===== src/rtl/voice_pkg.sv =====
// Shared types and widths for the voice allocator and its voice slots.
package voice_pkg;

  localparam int unsigned NOTE_W    = 7;
  localparam int unsigned VEL_W     = 7;
  localparam int unsigned PROG_W    = 7;
  localparam int unsigned AGE_W_DEF = 8;

  typedef enum logic [1:0] {
    ST_IDLE   = 2'd0,
    ST_SCAN   = 2'd1,
    ST_COMMIT = 2'd2
  } state_e;

  // Latched MIDI event
  typedef struct packed {
    logic              on;
    logic [NOTE_W-1:0] note;
    logic [VEL_W-1:0]  vel;
    logic [PROG_W-1:0] prog;
  } note_ev_t;

endpackage


===== src/rtl/voice_slot.sv =====
// One voice slot: gate, note/vel/program, saturating age and (with
// VOICE_ALLOC_SUSTAIN_EN) the sustain-held bit.
module voice_slot
  import voice_pkg::*;
#(
  parameter int unsigned AGE_W = AGE_W_DEF
) (
  input  logic              clk,
  input  logic              rst,
  input  logic              i_load,
  input  logic              i_age_inc,
  input  logic              i_release,
`ifdef VOICE_ALLOC_SUSTAIN_EN
  input  logic              i_hold,
  input  logic              i_sus_release,
`endif
  input  logic [NOTE_W-1:0] i_note,
  input  logic [VEL_W-1:0]  i_vel,
  input  logic [PROG_W-1:0] i_program,
  input  logic [NOTE_W-1:0] i_cmp_note,
  output logic              o_active,
  output logic [NOTE_W-1:0] o_note,
  output logic [VEL_W-1:0]  o_vel,
  output logic [PROG_W-1:0] o_program,
  output logic [AGE_W-1:0]  o_age,
  output logic              o_match_c,
  output logic              o_free_c
);

  logic              r_active;
  logic [NOTE_W-1:0] r_note;
  logic [VEL_W-1:0]  r_vel;
  logic [PROG_W-1:0] r_program;
  logic [AGE_W-1:0]  r_age;
`ifdef VOICE_ALLOC_SUSTAIN_EN
  logic              r_held;
`endif

  // A load (allocate or retrigger) takes priority over every other update
  always_ff @(posedge clk) begin
    if (rst) begin
      r_active  <= 1'b0;
      r_note    <= '0;
      r_vel     <= '0;
      r_program <= '0;
      r_age     <= '0;
`ifdef VOICE_ALLOC_SUSTAIN_EN
      r_held    <= 1'b0;
`endif
    end else if (i_load) begin
      r_active  <= 1'b1;
      r_note    <= i_note;
      r_vel     <= i_vel;
      r_program <= i_program;
      r_age     <= '0;
`ifdef VOICE_ALLOC_SUSTAIN_EN
      r_held    <= 1'b0;
`endif
    end else begin
      if (i_age_inc && r_active && (r_age != '1)) r_age <= r_age + AGE_W'(1);
      if (i_release) r_active <= 1'b0;
`ifdef VOICE_ALLOC_SUSTAIN_EN
      if (i_hold) r_held <= 1'b1;
      if (i_sus_release && r_held) begin
        r_active <= 1'b0;
        r_held   <= 1'b0;
      end
`endif
    end
  end

  assign o_active  = r_active;
  assign o_note    = r_note;
  assign o_vel     = r_vel;
  assign o_program = r_program;
  assign o_age     = r_age;
  assign o_match_c = r_active && (r_note == i_cmp_note);
  assign o_free_c  = ~r_active;

endmodule


===== src/rtl/voice_allocator.sv =====
// MIDI note-event to voice allocator: IDLE/SCAN/COMMIT FSM over NUM_VOICES slots.
// Optional sustain pedal support is enabled by defining VOICE_ALLOC_SUSTAIN_EN.
module voice_allocator
  import voice_pkg::*;
#(
  parameter int unsigned NUM_VOICES = 4,
  parameter int unsigned VOICE_W    = 2,
  parameter int unsigned AGE_W      = AGE_W_DEF
) (
  input  logic                         clk,
  input  logic                         rst,
  input  logic                         ev_valid,
  output logic                         ev_ready,
  input  logic                         ev_note_on,
  input  logic [NOTE_W-1:0]            ev_note,
  input  logic [VEL_W-1:0]             ev_vel,
  input  logic [PROG_W-1:0]            ev_program,
`ifdef VOICE_ALLOC_SUSTAIN_EN
  input  logic                         sustain,
`endif
  output logic [NUM_VOICES-1:0]        voice_active,
  output logic [NUM_VOICES*NOTE_W-1:0] voice_note,
  output logic [NUM_VOICES*VEL_W-1:0]  voice_vel,
  output logic [NUM_VOICES*PROG_W-1:0] voice_program,
  output logic                         alloc_valid,
  output logic [VOICE_W-1:0]           alloc_voice,
  output logic                         alloc_stolen
);

  state_e               r_state, w_state_nxt;
  logic                 r_ev_ready, r_alloc_valid, r_alloc_stolen;
  logic [VOICE_W-1:0]   r_alloc_voice;
  note_ev_t             r_ev;
  logic [VOICE_W-1:0]   r_scan_idx;
  logic                 r_match_found, r_free_found;
  logic [VOICE_W-1:0]   r_match_idx, r_free_idx, r_old_idx;
  logic [AGE_W-1:0]     r_old_age;

  logic                 w_accept, w_commit;
  logic                 w_note_on, w_stolen, w_do_alloc, w_do_off, w_do_release;
  logic [VOICE_W-1:0]   w_sel;
  logic [NUM_VOICES-1:0] w_match, w_free;
  logic [AGE_W-1:0]     w_age [NUM_VOICES];
`ifdef VOICE_ALLOC_SUSTAIN_EN
  logic                 r_sus, r_rel_pend;
  logic                 w_sus_fall, w_sus_rel, w_do_hold;
`endif

  // State and registered outputs
  always_ff @(posedge clk) begin
    if (rst) begin
      r_state        <= ST_IDLE;
      r_ev_ready     <= 1'b1;
      r_alloc_valid  <= 1'b0;
      r_alloc_stolen <= 1'b0;
      r_alloc_voice  <= '0;
    end else begin
      r_state        <= w_state_nxt;
      r_ev_ready     <= (w_state_nxt == ST_IDLE);
      r_alloc_valid  <= w_do_alloc;
      r_alloc_stolen <= w_do_alloc & w_stolen;
      if (w_do_alloc) r_alloc_voice <= w_sel;
    end
  end

  always_comb begin
    w_state_nxt = r_state;
    w_accept    = 1'b0;
    w_commit    = 1'b0;
    case (r_state)
      ST_IDLE: begin
        if (ev_valid && r_ev_ready) begin
          w_accept    = 1'b1;
          w_state_nxt = ST_SCAN;
        end
      end
      ST_SCAN: begin
        if (r_scan_idx == VOICE_W'(NUM_VOICES - 1)) w_state_nxt = ST_COMMIT;
      end
      ST_COMMIT: begin
        w_commit    = 1'b1;
        w_state_nxt = ST_IDLE;
      end
      default: w_state_nxt = ST_IDLE;
    endcase
  end

  // Event latch and one-voice-per-cycle scan accumulators
  always_ff @(posedge clk) begin
    if (rst) begin
      r_ev          <= '0;
      r_scan_idx    <= '0;
      r_match_found <= 1'b0;
      r_free_found  <= 1'b0;
      r_match_idx   <= '0;
      r_free_idx    <= '0;
      r_old_idx     <= '0;
      r_old_age     <= '0;
    end else if (w_accept) begin
      r_ev          <= '{on: ev_note_on, note: ev_note, vel: ev_vel, prog: ev_program};
      r_scan_idx    <= '0;
      r_match_found <= 1'b0;
      r_free_found  <= 1'b0;
      r_old_idx     <= '0;
      r_old_age     <= '0;
    end else if (r_state == ST_SCAN) begin
      r_scan_idx <= r_scan_idx + VOICE_W'(1);
      if (w_match[r_scan_idx] && !r_match_found) begin
        r_match_found <= 1'b1;
        r_match_idx   <= r_scan_idx;
      end
      if (w_free[r_scan_idx] && !r_free_found) begin
        r_free_found <= 1'b1;
        r_free_idx   <= r_scan_idx;
      end
      // Strict compare keeps the lowest index on equal ages
      if (w_age[r_scan_idx] > r_old_age) begin
        r_old_age <= w_age[r_scan_idx];
        r_old_idx <= r_scan_idx;
      end
    end
  end

  // Commit decision: retrigger > free voice > steal oldest
  always_comb begin
    w_note_on  = r_ev.on && (r_ev.vel != '0);
    w_sel      = r_old_idx;
    w_stolen   = 1'b0;
    if (r_match_found)     w_sel = r_match_idx;
    else if (r_free_found) w_sel = r_free_idx;
    else                   w_stolen = 1'b1;
    w_do_alloc = w_commit && w_note_on;
    w_do_off   = w_commit && !w_note_on && r_match_found;
  end

`ifdef VOICE_ALLOC_SUSTAIN_EN
  // Pedal release is deferred until the FSM is back in IDLE
  assign w_sus_fall   = r_sus & ~sustain;
  assign w_sus_rel    = (w_sus_fall | r_rel_pend) & (r_state == ST_IDLE);
  assign w_do_hold    = w_do_off & sustain;
  assign w_do_release = w_do_off & ~sustain;

  always_ff @(posedge clk) begin
    if (rst) begin
      r_sus      <= 1'b0;
      r_rel_pend <= 1'b0;
    end else begin
      r_sus      <= sustain;
      r_rel_pend <= (w_sus_fall | r_rel_pend) & ~w_sus_rel;
    end
  end
`else
  assign w_do_release = w_do_off;
`endif

  for (genvar i = 0; i < int'(NUM_VOICES); i++) begin : g_slot
    voice_slot #(.AGE_W(AGE_W)) u_slot (
      .clk           (clk),
      .rst           (rst),
      .i_load        (w_do_alloc && (w_sel == VOICE_W'(i))),
      .i_age_inc     (w_do_alloc),
      .i_release     (w_do_release && (r_match_idx == VOICE_W'(i))),
`ifdef VOICE_ALLOC_SUSTAIN_EN
      .i_hold        (w_do_hold && (r_match_idx == VOICE_W'(i))),
      .i_sus_release (w_sus_rel),
`endif
      .i_note        (r_ev.note),
      .i_vel         (r_ev.vel),
      .i_program     (r_ev.prog),
      .i_cmp_note    (r_ev.note),
      .o_active      (voice_active[i]),
      .o_note        (voice_note[NOTE_W*i +: NOTE_W]),
      .o_vel         (voice_vel[VEL_W*i +: VEL_W]),
      .o_program     (voice_program[PROG_W*i +: PROG_W]),
      .o_age         (w_age[i]),
      .o_match_c     (w_match[i]),
      .o_free_c      (w_free[i])
    );
  end

  assign ev_ready     = r_ev_ready;
  assign alloc_valid  = r_alloc_valid;
  assign alloc_voice  = r_alloc_voice;
  assign alloc_stolen = r_alloc_stolen;

endmodule


===== config.mk =====
export PLATFORM = sky130hd
export DESIGN_NAME = voice_allocator
export DESIGN_NICKNAME = d
export VERILOG_FILES = /design/src/rtl/voice_pkg.sv /design/src/rtl/voice_slot.sv /design/src/rtl/voice_allocator.sv
export SDC_FILE = /design/constraint.sdc
export NUM_CORES = 1
export LEC_CHECK = 0
export CAP_MARGIN = 10
export CORE_ASPECT_RATIO = 1.1
export CORE_MARGIN = 10
export CORE_UTILIZATION = 48
export CTS_CLUSTER_DIAMETER = 50
export DETAILED_ROUTE_END_ITERATION = 12
export MAX_ROUTING_LAYER = met4
export PLACE_DENSITY = 0.76
export RECOVER_POWER = 50
export SLEW_MARGIN = 20
export SYNTH_ARGS = -nofsm -noshare
export SYNTH_HDL_FRONTEND = slang
export SYNTH_SLANG_ARGS = --single-unit

===== constraint.sdc =====
create_clock -name clk -period 3.4 [get_ports clk]
set_input_delay 0.68 -clock clk [delete_from_list [all_inputs] [get_ports clk]]
set_output_delay 0.68 -clock clk [all_outputs]
set_load 0.05 [all_outputs]

==> flow_summary.yaml <==
clock_tree:
  cts_resized: 0
  clock_path_buffers: 2
  cts_buffers: 17
  htreeDepth: 4
  cts_hold_buf: 0
  path_clk_slew_ns: 0.06
  post_cts_buffers: 0
  tritoncts: "done"
  cts.sinks: 167
  cts_root_buffer: "clkbuf_16"
  clock_latency_ns: 0.44
critical_path:
  crit_path_start_kind: "flip-flop"
  cp_data_arrival_time_ns: 3.10
  crit_path_max_fanout: 16
  end_kind: "flip-flop"
  required_ns: 3.70
  setup.worst_path.class: "reg -> reg"
sta:
  tightest_slew_ns: 1.281
  timing.fmax_ghz: 0.3568
  max-slew-margin-rel: 0.1459
  final-max-slew-violation-count: 0
  hold_viol: 0
  skew_ns: 0.01116
  hold_ws_ns: 0.4629
  finalSetupTns_ns: 0
  setup_violations: 0
  final.period_utilization: 0.8243
  period_needed_ns: 2.803
  rsz0062_at_grt: "false"
logic_synthesis:
  syn_nets: 784
  synth_top_area_share: 0.4700
  synth.area.top_cells: "dfxtp_1, mux2i_1, nor2_1, nand2_1, xor2_1"
  synth.distinct_cells: 39
  netlist_top_cells_count: "dfxtp_1, nor2_1, mux2i_1"
  ys.flop_type: "dfxtp_1"
  yosysTopAreaCell: "dfxtp_1"
  synth_cells: 746
  ys_warn_count: 0
  syn_area_um2: 7113
  async_flop_share: 0
  seq_area_frac_synth: 0.4700
  synth_edf_count: 0
  synth_most_common_cell: "dfxtp_1"
  synth.ff_latch_count: 167
  syn_area_per_cell_um2: 9.535
global_routing:
  antenna_found_initial: 0
  grt_pass1_wl_um: 29860
  grt_max_degree: 80
  grt_overflow: 0
  grtUsageTotal: 0.1917
  first_global_vias: 5607
placed_design:
  gp_congestion: 0.8804
  io_buffer_count: 117
  dp_hpwl_um: 12800
floorplanning:
  dieWidth_um: 136.1
  die_y_um: 147.7
  io_pins: 118
  die_area_um2: 20090
  start_util: 0.4904
  fp.coreArea_um2: 14500
  rows: 46
route:
  via_count: 5419
  first_pass_iters: 4
  wl_per_cell_um: 17.33
  drtIter0Drc: 298
  drc: 0
  avgViaCountPerCell: 5.186
  wirelength_um: 18110
  ant_nets: 0
finish:
  nets: 879
  fill_cells: 1225
  area_growth_pct: 25.80
  drive_gt1_frac: 0.06096
  diodes: 0
power_and_ir_drop:
  power.density_nw_per_um2: 462.1
  peakVddDrop_uv: 372.7
  leakage_nw: 3.437
outcome:
  status: "finished, final reports clean"
min_path:
  hold_path_class: "reg -> reg"
job:
  maxCapViolCount: 0
[power by group]
| part | leakage, nW | switching, mW | internal [mW] |
|---|---|---|---|
| sequential | 1.35 | 0.0470 | 1.98 |
| clock | 0.290 | 0.827 | 1.10 |
| combinational | 1.80 | 0.105 | 0.0779 |
[stage by stage]
stage / util / setup WS (ns) / total power [mW] / std cells / instance area (um2)
finish: 0.6170 / 0.5974 / 4.135 / 1045 / 8949
global route: 0.6170 / 0.3488 / 4.269 / 1045 / 8949
CTS: 0.6208 / 0.6202 / 4.174 / 1045 / 9004
detailed placement: 0.5801 / 0.6328 / 2.263 / 1014 / 8414
global placement: 0.5801 / 0.7348 / 2.262 / 1014 / 8414
floorplan: - / 0.1710 / 2.186 / 746 / 7113
[cell type report]
type / count / area [um2] / share of cell area
clock buffers: 17 / 425.4 / 0.04754
clock inverters: 14 / 163.9 / 0.01832
inverters: 11 / 41.29 / 0.004614
multi-input cells: 514 / 3466 / 0.3873
flip-flops and latches: 167 / 3343 / 0.3736
well taps: 192 / 240.2 / 0.02685
repair buffers: 130 / 1269 / 0.1418
[kinds of logic (layout without fill, tap and decap cells)]
kind of cell	count (synthesis)	after routing	share of synthesized area
muxes	112	112	0.1734
adders and majority gates	13	13	0.02287
DFF	167	167	0.4700
and+or+nand+nor	279	279	0.1759
buffers and inverters	65	172	0.04099
AOI/OAI and AO/OA	54	54	0.04785
xor gates and xnor gates	56	56	0.06895
[registers in the layout, indices dropped and copies added (netlist names), 4 cells and up]
| signal | count |
|---|---|
| r_old_age | 8 |
| g_slot.u_slot.o_vel | 28 |
| g_slot.u_slot.o_note | 28 |
| r_ev | 22 |
| g_slot.u_slot.o_active | 4 |
| g_slot.u_slot.o_age | 32 |
| g_slot.u_slot.o_program | 28 |
[cells in the final DEF, fill, tap and decap left out, types with 4 or more instances in the layout]
cell type / count
nor3_1: 15
xor2_1: 29
nand2_1: 78
nand4_1: 13
ha_1: 13
o21ai_0: 8
a21oi_1: 32
xnor2_1: 27
buf_4: 6
clkdlybuf4s50_1: 73
clkbuf_16: 17
and3_1: 12
nor2_1: 118
inv_1: 11
clkbuf_1: 6
and4_1: 4
nor2b_1: 4
nand3_1: 7
nor4_1: 8
o21a_1: 4
mux2i_1: 103
nand2b_1: 8
mux4_2: 9
dfxtp_1: 167
dlygate4sd3_1: 43
[per-layer routing]
layer	track usage	wire length, um
met1	0.2138	7372
met2	0.2926	8606
met3	0.1003	1811
met4	0.05704	321
met5	-	0
[worst paths after layout]
path                            cells after the start    startpoint  slack (ns)                         end
worst max-delay path                                7  r_free_found        0.60  g_slot[1].u_slot.o_note[3]
worst min-delay path                                2  r_old_age[4]        0.46                r_old_age[4]
worst max register to register                      7  r_free_found        0.60  g_slot[1].u_slot.o_note[3]
worst min register to register                      2  r_old_age[4]        0.46                r_old_age[4]
[worst max-delay path: stages, from the launching register on]
cell and delay (ns):
dfxtp_1 0.43, mux2i_1 0.12, o21ai_0 0.52, nand2b_1 0.16
nor2_1 0.74, buf_4 0.43, mux2i_1 0.22, nor2_1 0.05
No activity file was read; power rests on OpenSTA's default activity.
